**src/rtl/sequence_frame_tx.sv**
```systemverilog
// ============================================================================
//  Module      : sequence_frame_tx
//  Description : Serialises a parallel payload MSB-first behind a 4-bit sync
//                preamble, followed by a run of '0' gap bits. Optional
//                even-parity bit after the payload when SEQ_TX_PARITY_EN is
//                defined.
//  Revision    : 1.0 - initial release
// ============================================================================
`default_nettype none

module sequence_frame_tx #(
    parameter int         WIDTH    = 8,
    parameter logic [3:0] PREAMBLE = 4'b1011,
    parameter int         GAP_LEN  = 2
) (
    input  logic             clk,
    input  logic             rst_n,
    input  logic [WIDTH-1:0] in_data,
    input  logic             in_valid,
    output logic             in_ready,
    input  logic             out_en,
    output logic             serial_out,
    output logic             serial_valid,
    output logic             frame_done,
    output logic             busy,
    output logic [2:0]       state_out,
    output logic [15:0]      frame_count
);

    localparam logic [2:0] S_IDLE     = 3'b000;
    localparam logic [2:0] S_PREAMBLE = 3'b001;
    localparam logic [2:0] S_PAYLOAD  = 3'b010;
    localparam logic [2:0] S_PARITY   = 3'b011;
    localparam logic [2:0] S_GAP      = 3'b100;

    // One counter walks preamble, payload and gap, so size it for the longest.
    localparam int CNT_MAX = (WIDTH > 15) ? WIDTH : 15;
    localparam int CW      = $clog2(CNT_MAX + 1);

    localparam logic [CW-1:0] c_pre_last = CW'(3);
    localparam logic [CW-1:0] c_pay_last = CW'(WIDTH - 1);
    localparam logic [CW-1:0] c_gap_last = (GAP_LEN > 0) ? CW'(GAP_LEN - 1) : '0;
    localparam logic [2:0]    c_tail     = (GAP_LEN > 0) ? S_GAP : S_IDLE;
`ifdef SEQ_TX_PARITY_EN
    localparam logic [2:0]    c_after_pay = S_PARITY;
`else
    localparam logic [2:0]    c_after_pay = c_tail;
`endif

    logic [2:0]       state_q, state_d;
    logic [WIDTH-1:0] shift_q, shift_d;
    logic [CW-1:0]    cnt_q, cnt_d;
    logic             serial_out_q, serial_out_d;
    logic             serial_valid_q, serial_valid_d;
    logic             frame_done_q, frame_done_d;
    logic [15:0]      frame_count_q, frame_count_d;
    logic             frame_end;
`ifdef SEQ_TX_PARITY_EN
    logic             parity_q, parity_d;
`endif

    always_comb begin
        state_d        = state_q;
        shift_d        = shift_q;
        cnt_d          = cnt_q;
        serial_out_d   = serial_out_q;
        serial_valid_d = 1'b0;
        frame_done_d   = 1'b0;
        frame_count_d  = frame_count_q;
        frame_end      = 1'b0;
`ifdef SEQ_TX_PARITY_EN
        parity_d       = parity_q;
`endif
        case (state_q)
            S_IDLE: begin
                if (in_valid) begin
                    shift_d = in_data;
                    cnt_d   = '0;
                    state_d = S_PREAMBLE;
`ifdef SEQ_TX_PARITY_EN
                    parity_d = 1'b0;
`endif
                end
            end
            S_PREAMBLE: begin
                if (out_en) begin
                    // 3-cnt == ~cnt for a 2-bit index: bit 3 goes first.
                    serial_out_d   = PREAMBLE[~cnt_q[1:0]];
                    serial_valid_d = 1'b1;
                    if (cnt_q == c_pre_last) begin
                        cnt_d   = '0;
                        state_d = S_PAYLOAD;
                    end else begin
                        cnt_d = cnt_q + CW'(1);
                    end
                end
            end
            S_PAYLOAD: begin
                if (out_en) begin
                    serial_out_d   = shift_q[WIDTH-1];
                    serial_valid_d = 1'b1;
                    shift_d        = shift_q << 1;
`ifdef SEQ_TX_PARITY_EN
                    parity_d       = parity_q ^ shift_q[WIDTH-1];
`endif
                    if (cnt_q == c_pay_last) begin
                        cnt_d     = '0;
                        state_d   = c_after_pay;
                        frame_end = (c_after_pay == S_IDLE);
                    end else begin
                        cnt_d = cnt_q + CW'(1);
                    end
                end
            end
`ifdef SEQ_TX_PARITY_EN
            S_PARITY: begin
                if (out_en) begin
                    serial_out_d   = parity_q;
                    serial_valid_d = 1'b1;
                    cnt_d          = '0;
                    state_d        = c_tail;
                    frame_end      = (c_tail == S_IDLE);
                end
            end
`endif
            S_GAP: begin
                if (out_en) begin
                    serial_out_d   = 1'b0;
                    serial_valid_d = 1'b1;
                    if (cnt_q >= c_gap_last) begin
                        cnt_d     = '0;
                        state_d   = S_IDLE;
                        frame_end = 1'b1;
                    end else begin
                        cnt_d = cnt_q + CW'(1);
                    end
                end
            end
            default: begin
                state_d = S_IDLE;
                cnt_d   = '0;
            end
        endcase

        if (frame_end) begin
            frame_done_d  = 1'b1;
            frame_count_d = frame_count_q + 16'd1;
        end
    end

    always_ff @(posedge clk or negedge rst_n) begin
        if (!rst_n) begin
            state_q        <= S_IDLE;
            shift_q        <= '0;
            cnt_q          <= '0;
            serial_out_q   <= 1'b0;
            serial_valid_q <= 1'b0;
            frame_done_q   <= 1'b0;
            frame_count_q  <= 16'd0;
`ifdef SEQ_TX_PARITY_EN
            parity_q       <= 1'b0;
`endif
        end else begin
            state_q        <= state_d;
            shift_q        <= shift_d;
            cnt_q          <= cnt_d;
            serial_out_q   <= serial_out_d;
            serial_valid_q <= serial_valid_d;
            frame_done_q   <= frame_done_d;
            frame_count_q  <= frame_count_d;
`ifdef SEQ_TX_PARITY_EN
            parity_q       <= parity_d;
`endif
        end
    end

    assign in_ready     = (state_q == S_IDLE);
    assign busy         = (state_q != S_IDLE);
    assign state_out    = state_q;
    assign serial_out   = serial_out_q;
    assign serial_valid = serial_valid_q;
    assign frame_done   = frame_done_q;
    assign frame_count  = frame_count_q;

endmodule

`default_nettype wire

```
**config.mk**
```make
export PLATFORM = sky130hd
export DESIGN_NAME = sequence_frame_tx
export DESIGN_NICKNAME = d
export VERILOG_FILES = /design/src/rtl/sequence_frame_tx.sv
export SDC_FILE = /design/constraint.sdc
export NUM_CORES = 1
export LEC_CHECK = 0
export CORE_MARGIN = 2
export CORE_UTILIZATION = 49
export CTS_CLUSTER_SIZE = 12
export DETAILED_ROUTE_END_ITERATION = 10
export PLACE_DENSITY = 0.77
export SKIP_CTS_REPAIR_TIMING = 1
export SLEW_MARGIN = 20
export SYNTH_ARGS = -nofsm -noshare
export SYNTH_HDL_FRONTEND = slang
export SYNTH_SLANG_ARGS = --single-unit
```
**constraint.sdc**
```tcl
create_clock -name clk -period 4.85 [get_ports clk]
set_clock_uncertainty 0.1 [all_clocks]
set_input_delay 1.2125 -clock clk [delete_from_list [all_inputs] [get_ports clk]]
set_output_delay 1.2125 -clock clk [all_outputs]
set_load 0.01 [all_outputs]
```
# Word level (Yosys, flattened, before mapping)

Cells that the tools add are included.

Register bits: 34
Input bits: 12
Output and inout port bits: 24
Word-level logic and storage cells: 64

Add/subtract/negate cells: 2
Magnitude comparators: 2
Equality and inequality tests: 12
Multiplexer cells: 31
Bitwise gates (word level): 1
Reductions and logical operators: 9

Operators with widths:

| cell                                                               | number |
|---|---|
| two-way mux 4 bit                                                  | 7 |
| two-way mux 3 bit                                                  | 7 |
| adder 16 x 1 -> 16 bit (second input constant)                     | 1 |
| two-way mux 8 bit                                                  | 2 |
| one-hot mux 4 bit (4 select lines)                                 | 1 |
| one-hot mux 8 bit (2 select lines)                                 | 1 |
| inequality test 2 bit (second input constant)                      | 7 |
| one-hot mux 3 bit (4 select lines)                                 | 1 |
| two-way mux 1 bit                                                  | 10 |
| AND reduction 4 bit                                                | 2 |
| AND reduction 7 bit                                                | 1 |
| nonzero test 3 bit                                                 | 2 |
| adder 4 x 1 -> 4 bit (second input constant)                       | 1 |
| equality test 4 x 2 -> 1 bit (second input constant)               | 1 |
| equality test 4 x 3 -> 1 bit (second input constant)               | 1 |
| greater-or-equal comparator 4 x 1 -> 1 bit (second input constant) | 1 |
| equality test 3 x 1 -> 1 bit (second input constant)               | 1 |
| equality test 3 x 2 -> 1 bit (second input constant)               | 1 |
| equality test 3 bit (second input constant)                        | 1 |
| zero test 3 bit                                                    | 1 |
| < comparator 2 x 3 -> 1 bit (second input constant)                | 1 |
| one-hot mux 1 bit (3 select lines)                                 | 1 |
| AND reduction 3 bit                                                | 1 |
| OR reduction 3 bit                                                 | 1 |
| other kinds (3)                                                    | 3 |

# Depth between registers and ports, before layout

Depth in word-level cells: 5
Gate-level depth with buffers: 8
Mapped depth without buffers: 6

# Least setup slack after synthesis

No wires, ideal clock.

Path type: in2reg
From: input out_en
To: register state_q[1] (netlist: state_out[1])
Library setup time: 125 ps
Arrival: 2367 ps
Required time: 4625 ps
Path slack: 2258 ps
Cell stages on the path: 4
Path buffers: 0
Cell sequence: or4b_2 > o211ai_2 > nor3_2 > mux2_4

Word-level cells in the longest chain between the ends: 2
Elaborated cells on any way between the ends: 4
Those cells by class: 3 x eq/ne; 1 x reduce/logical

RTL lines:

| what                            | RTL line | source |
|---|---|---|
| from (decl)                     | 21       | `input logic out_en,` |
| inequality test 2 bit (no line) | -        |  |
| AND reduction 7 bit (no line) * | -        |  |
| to (signal assigned)            | 164      | `state_q <= state_d;` |
| to (decl)                       | 50       | `logic [2:0] state_q, state_d;` |

Mark *: on every way between the ends. The rest lies on a longest branch, timed or not.
A chain may end at the register's enable or synchronous reset.

# Worst setup path after layout

From: register state_q[0] (netlist: state_out[0])
To: output in_ready

Word-level cells in the longest chain between the ends: 1

RTL lines:

| what            | RTL line | source |
|---|---|---|
| zero test 3 bit | 177      | `assign in_ready = (state_q == S_IDLE);` |
| to (decl)       | 20       | `output logic in_ready,` |

Every way passes these cells.

==> summary.md <==
| Metric | Value |
|---|---|
| Status | finished clean |
| WL/cell | 14.6 um |
| Starting Density | ~52% |
| Mean Syn Cell Area | approximately 10 um2 |
| PD cells | approximately 500 nW/um2 |
| Nets@finish | 223 |
| Max_slew headroom | a little under two thirds |
| Synthesis-to-finish area growth | 26.9% |
| CP bufs+invs | 1 |
| Final Non-Filler Cells | ~250 |
| CTS max path bufs | 2 |
| Worst vdd ir | about 0.32 mV |
| Dpl cells | ~250 |
| Flops & latches, synth | 34 |
| Met2 Use GR | around 33% |
| F_max | 0.303 GHz |
| Hold Vio Cnt, Final | 0 |
| LEAKAGE | between 0.9 and 1 nW |
| Post-route setup TNS | 0 ps |
| Yosys warnings | 0 |
| Final instance area | 2250 um2 |
| First-pass GRT wire length | approximately 6.4 mm |
| Via/cell ratio | 5.52 |
| Via count | between 1,000 and 1,500 |
| Slew @ Worst Pin | 543 ps |
| Gpl congestion | approximately 0.85 |
| EDFF count, synth | 0 |
| Core box area | about 3400 um2 |
| End-of-flow core utilization | about 66% |
| Filler cells | 264 |
| CP endpoint kind | output pin |
| Seq/Total Area, Yosys | a little under half |
| Share of cells above drive strength 1 | roughly 11% |
| First DRT Iteration DRCs | 71 |
| Final Hold Slack | about 390 ps |
| DR DRC count | 0 |
| Drt total wl | 3.71 mm |
| MaxCap Viol Count | 0 |
| Critical path's top delay family | buffers and inverters |
| Die area | ~4000 um2 |
| Die Ht | ~64 um |
| Vias in the first global route | 1,388 |
| Required time worst endpoint | ~3500 ps |
| Fraction of registers with async set/reset | 100% |
| H-Tree Depth | 2 |
| Detailed placement HPWL | approximately 2.6 mm |
| Grt peak-use layer | met2 |
| Final count of pins violating max slew | 0 |
| CTS clk-pin slew, worst paths | approximately 110 ps |
| Largest net degree at the start of global routing | 35 |
| N_diodes | 0 |
| Placed Area | between 2000 and 2500 um2 |
| Detail Route Antenna Nets | 0 |
| Slowest stage delay, CP | between 500 and 600 ps |
| Standard-cell row count | 21 |
| CP max FO | 14 |
| Routing usage on met3 | under 10% |
| Post-Syn Nets | 186 |
| Die X | ~64 um |
| Clock sinks | 34 |
| WS Path Type | flip-flop to output pin |
| Setup WS pre-CTS | 1630 ps |
| Tot Pwr | ~1.2 mW |
| Setup-failing EPs final | 0 |
| Antenna violations before repair | 0 |
| Startpoint type of the worst setup path | flip-flop |
| Synth cell types | 40 |
| Top-level port count | 36 |
| Hold Path Class | flip-flop to flip-flop |
| TritonCTS Buffers | 5 |
| TritonCTS clock tree | built |
| Global-route usage over all layers | between 20% and 30% |
| CTS root buffer | clkbuf_4 |
| Synth Cell Area | roughly 1800 um2 |
| Global route total overflow | 0 |
| Cell count after synthesis | 170 |
| Global routing usage on met1 | between 20% and 30% |
| Final WS setup | around 1500 ps |
| IO Port Bufs | 35 |
| RSZ-0062 raised after global routing | false |
| CP Cell Sequence | or2_2 > nor2_1 > clkdlybuf4s50_1 |
| Slowest CP cell | clkdlybuf4s50_1 |
| Pre-Repair DR Iteration Count | 4 |
| Tcrit/Tclk final | between 60 and 70% |
| Post-synth top flop | dfrtp_1 |
| Post-layout minimum cycle time | about 3300 ps |
| Clock Latency Late Sink | 330 ps |
| Data arrival time at the worst-slack endpoint | approximately 2000 ps |
layout by cell type, fill, tap and decap left out, types with 2 or more instances in the layout:
master | synthesis | routed
nor2_1 | 12 | 12
xor2_1 | 2 | 2
mux2i_1 | 7 | 7
clkbuf_4 | 0 | 5
or4b_2 | 2 | 2
nor3_1 | 2 | 2
a21oi_1 | 3 | 3
o211ai_1 | 2 | 2
xnor2_1 | 15 | 15
inv_1 | 8 | 8
nand2b_1 | 2 | 2
clkdlybuf4s50_1 | 0 | 35
mux2_2 | 2 | 2
ha_1 | 4 | 4
bufinv_16 | 0 | 2
dfrtp_1 | 34 | 34
nor2b_1 | 2 | 2
nor3b_1 | 3 | 3
and3_1 | 4 | 4
nand2_1 | 13 | 13
o21ai_0 | 13 | 13
buf_4 | 2 | 2
nand3_1 | 7 | 7
a211oi_1 | 2 | 2
nand4_1 | 9 | 9
report_power, final:
part	total [mW]	leakage [nW]	internal, mW	switching [mW]
clock network	0.260	0.0554	0.161	0.0991
logic	0.447	0.460	0.225	0.221
registers	0.443	0.444	0.352	0.0906
flip-flops by register name, summed over array words and instances (netlist names):
signal and flops:
frame_done 1, serial_out 1, frame_count 16, state_out 3, cnt_q 4, serial_valid 1, shift_q 8
path summary, 6_finish.rpt:
check / start / to / slack [ps] / cells past startpoint
min in group asynchronous: rst_n / frame_count[4]$_DFFE_PN0P_ / 1180 / 2
setup reg to reg: cnt_q[0]$_DFFE_PN0P_ / state_out[1]$_DFFE_PN0P_ / 2590 / 5
setup / recovery: state_out[0]$_DFFE_PN0P_ / in_ready / 1550 / 3
hold / removal: frame_count[15]$_DFFE_PN0P_ / frame_count[15]$_DFFE_PN0P_ / 390 / 1
hold reg to reg: frame_count[15]$_DFFE_PN0P_ / frame_count[15]$_DFFE_PN0P_ / 390 / 1
max in group asynchronous: rst_n / serial_out$_DFFE_PN0P_ / 3160 / 2
cells in the mapped netlist, drive strengths merged (4+ instances only):
library cell  number  area share [%]
nor2              12             2.5
xnor2             15             7.4
o21ai             13             3.7
and3               4             1.4
nand4             10             3.9
ha                 4             2.8
inv                8             1.7
dfrtp             34              48
nand3              7             2.0
buf                6             2.7
mux2i              7             3.9
nand2             13             2.7
kinds of logic after synthesis:
kind of cell / share of synthesized area (%)
compound gates: 10.3
xor+xnor: 8.38
fa+ha+maj: 2.82
buf+inv: 4.58
flops: 47.9
mux: 6.06
simple gates: 20.0
final cells by class:
| cell class | count | area, um2 | share of cell area, % |
|---|---|---|---|
| Multi-Input combinational cell | 121 | 845 | 37.5 |
| Tap cell | 46 | 57.6 | 2.55 |
| Timing Repair Buffer | 37 | 365 | 16.2 |
| Clock buffer | 5 | 37.5 | 1.66 |
| Clock inverter | 3 | 68.8 | 3.05 |
| Inverter | 8 | 30.0 | 1.33 |
| Sequential cell | 34 | 851 | 37.7 |
metal layers:
layer,vias up,wire length [um]
li1,680,-
met1,689,1680
met2,28,1840
met3,6,139
met4,0,46
met5,-,0
worst reg2reg max path: stages (launching register included):
cell     delay [ps]
dfrtp_1         450
ha_1            260
or4b_4          550
nor2_1          340
nor3_2          130
mux2_4          320
(Power assumes the default switching activity.)
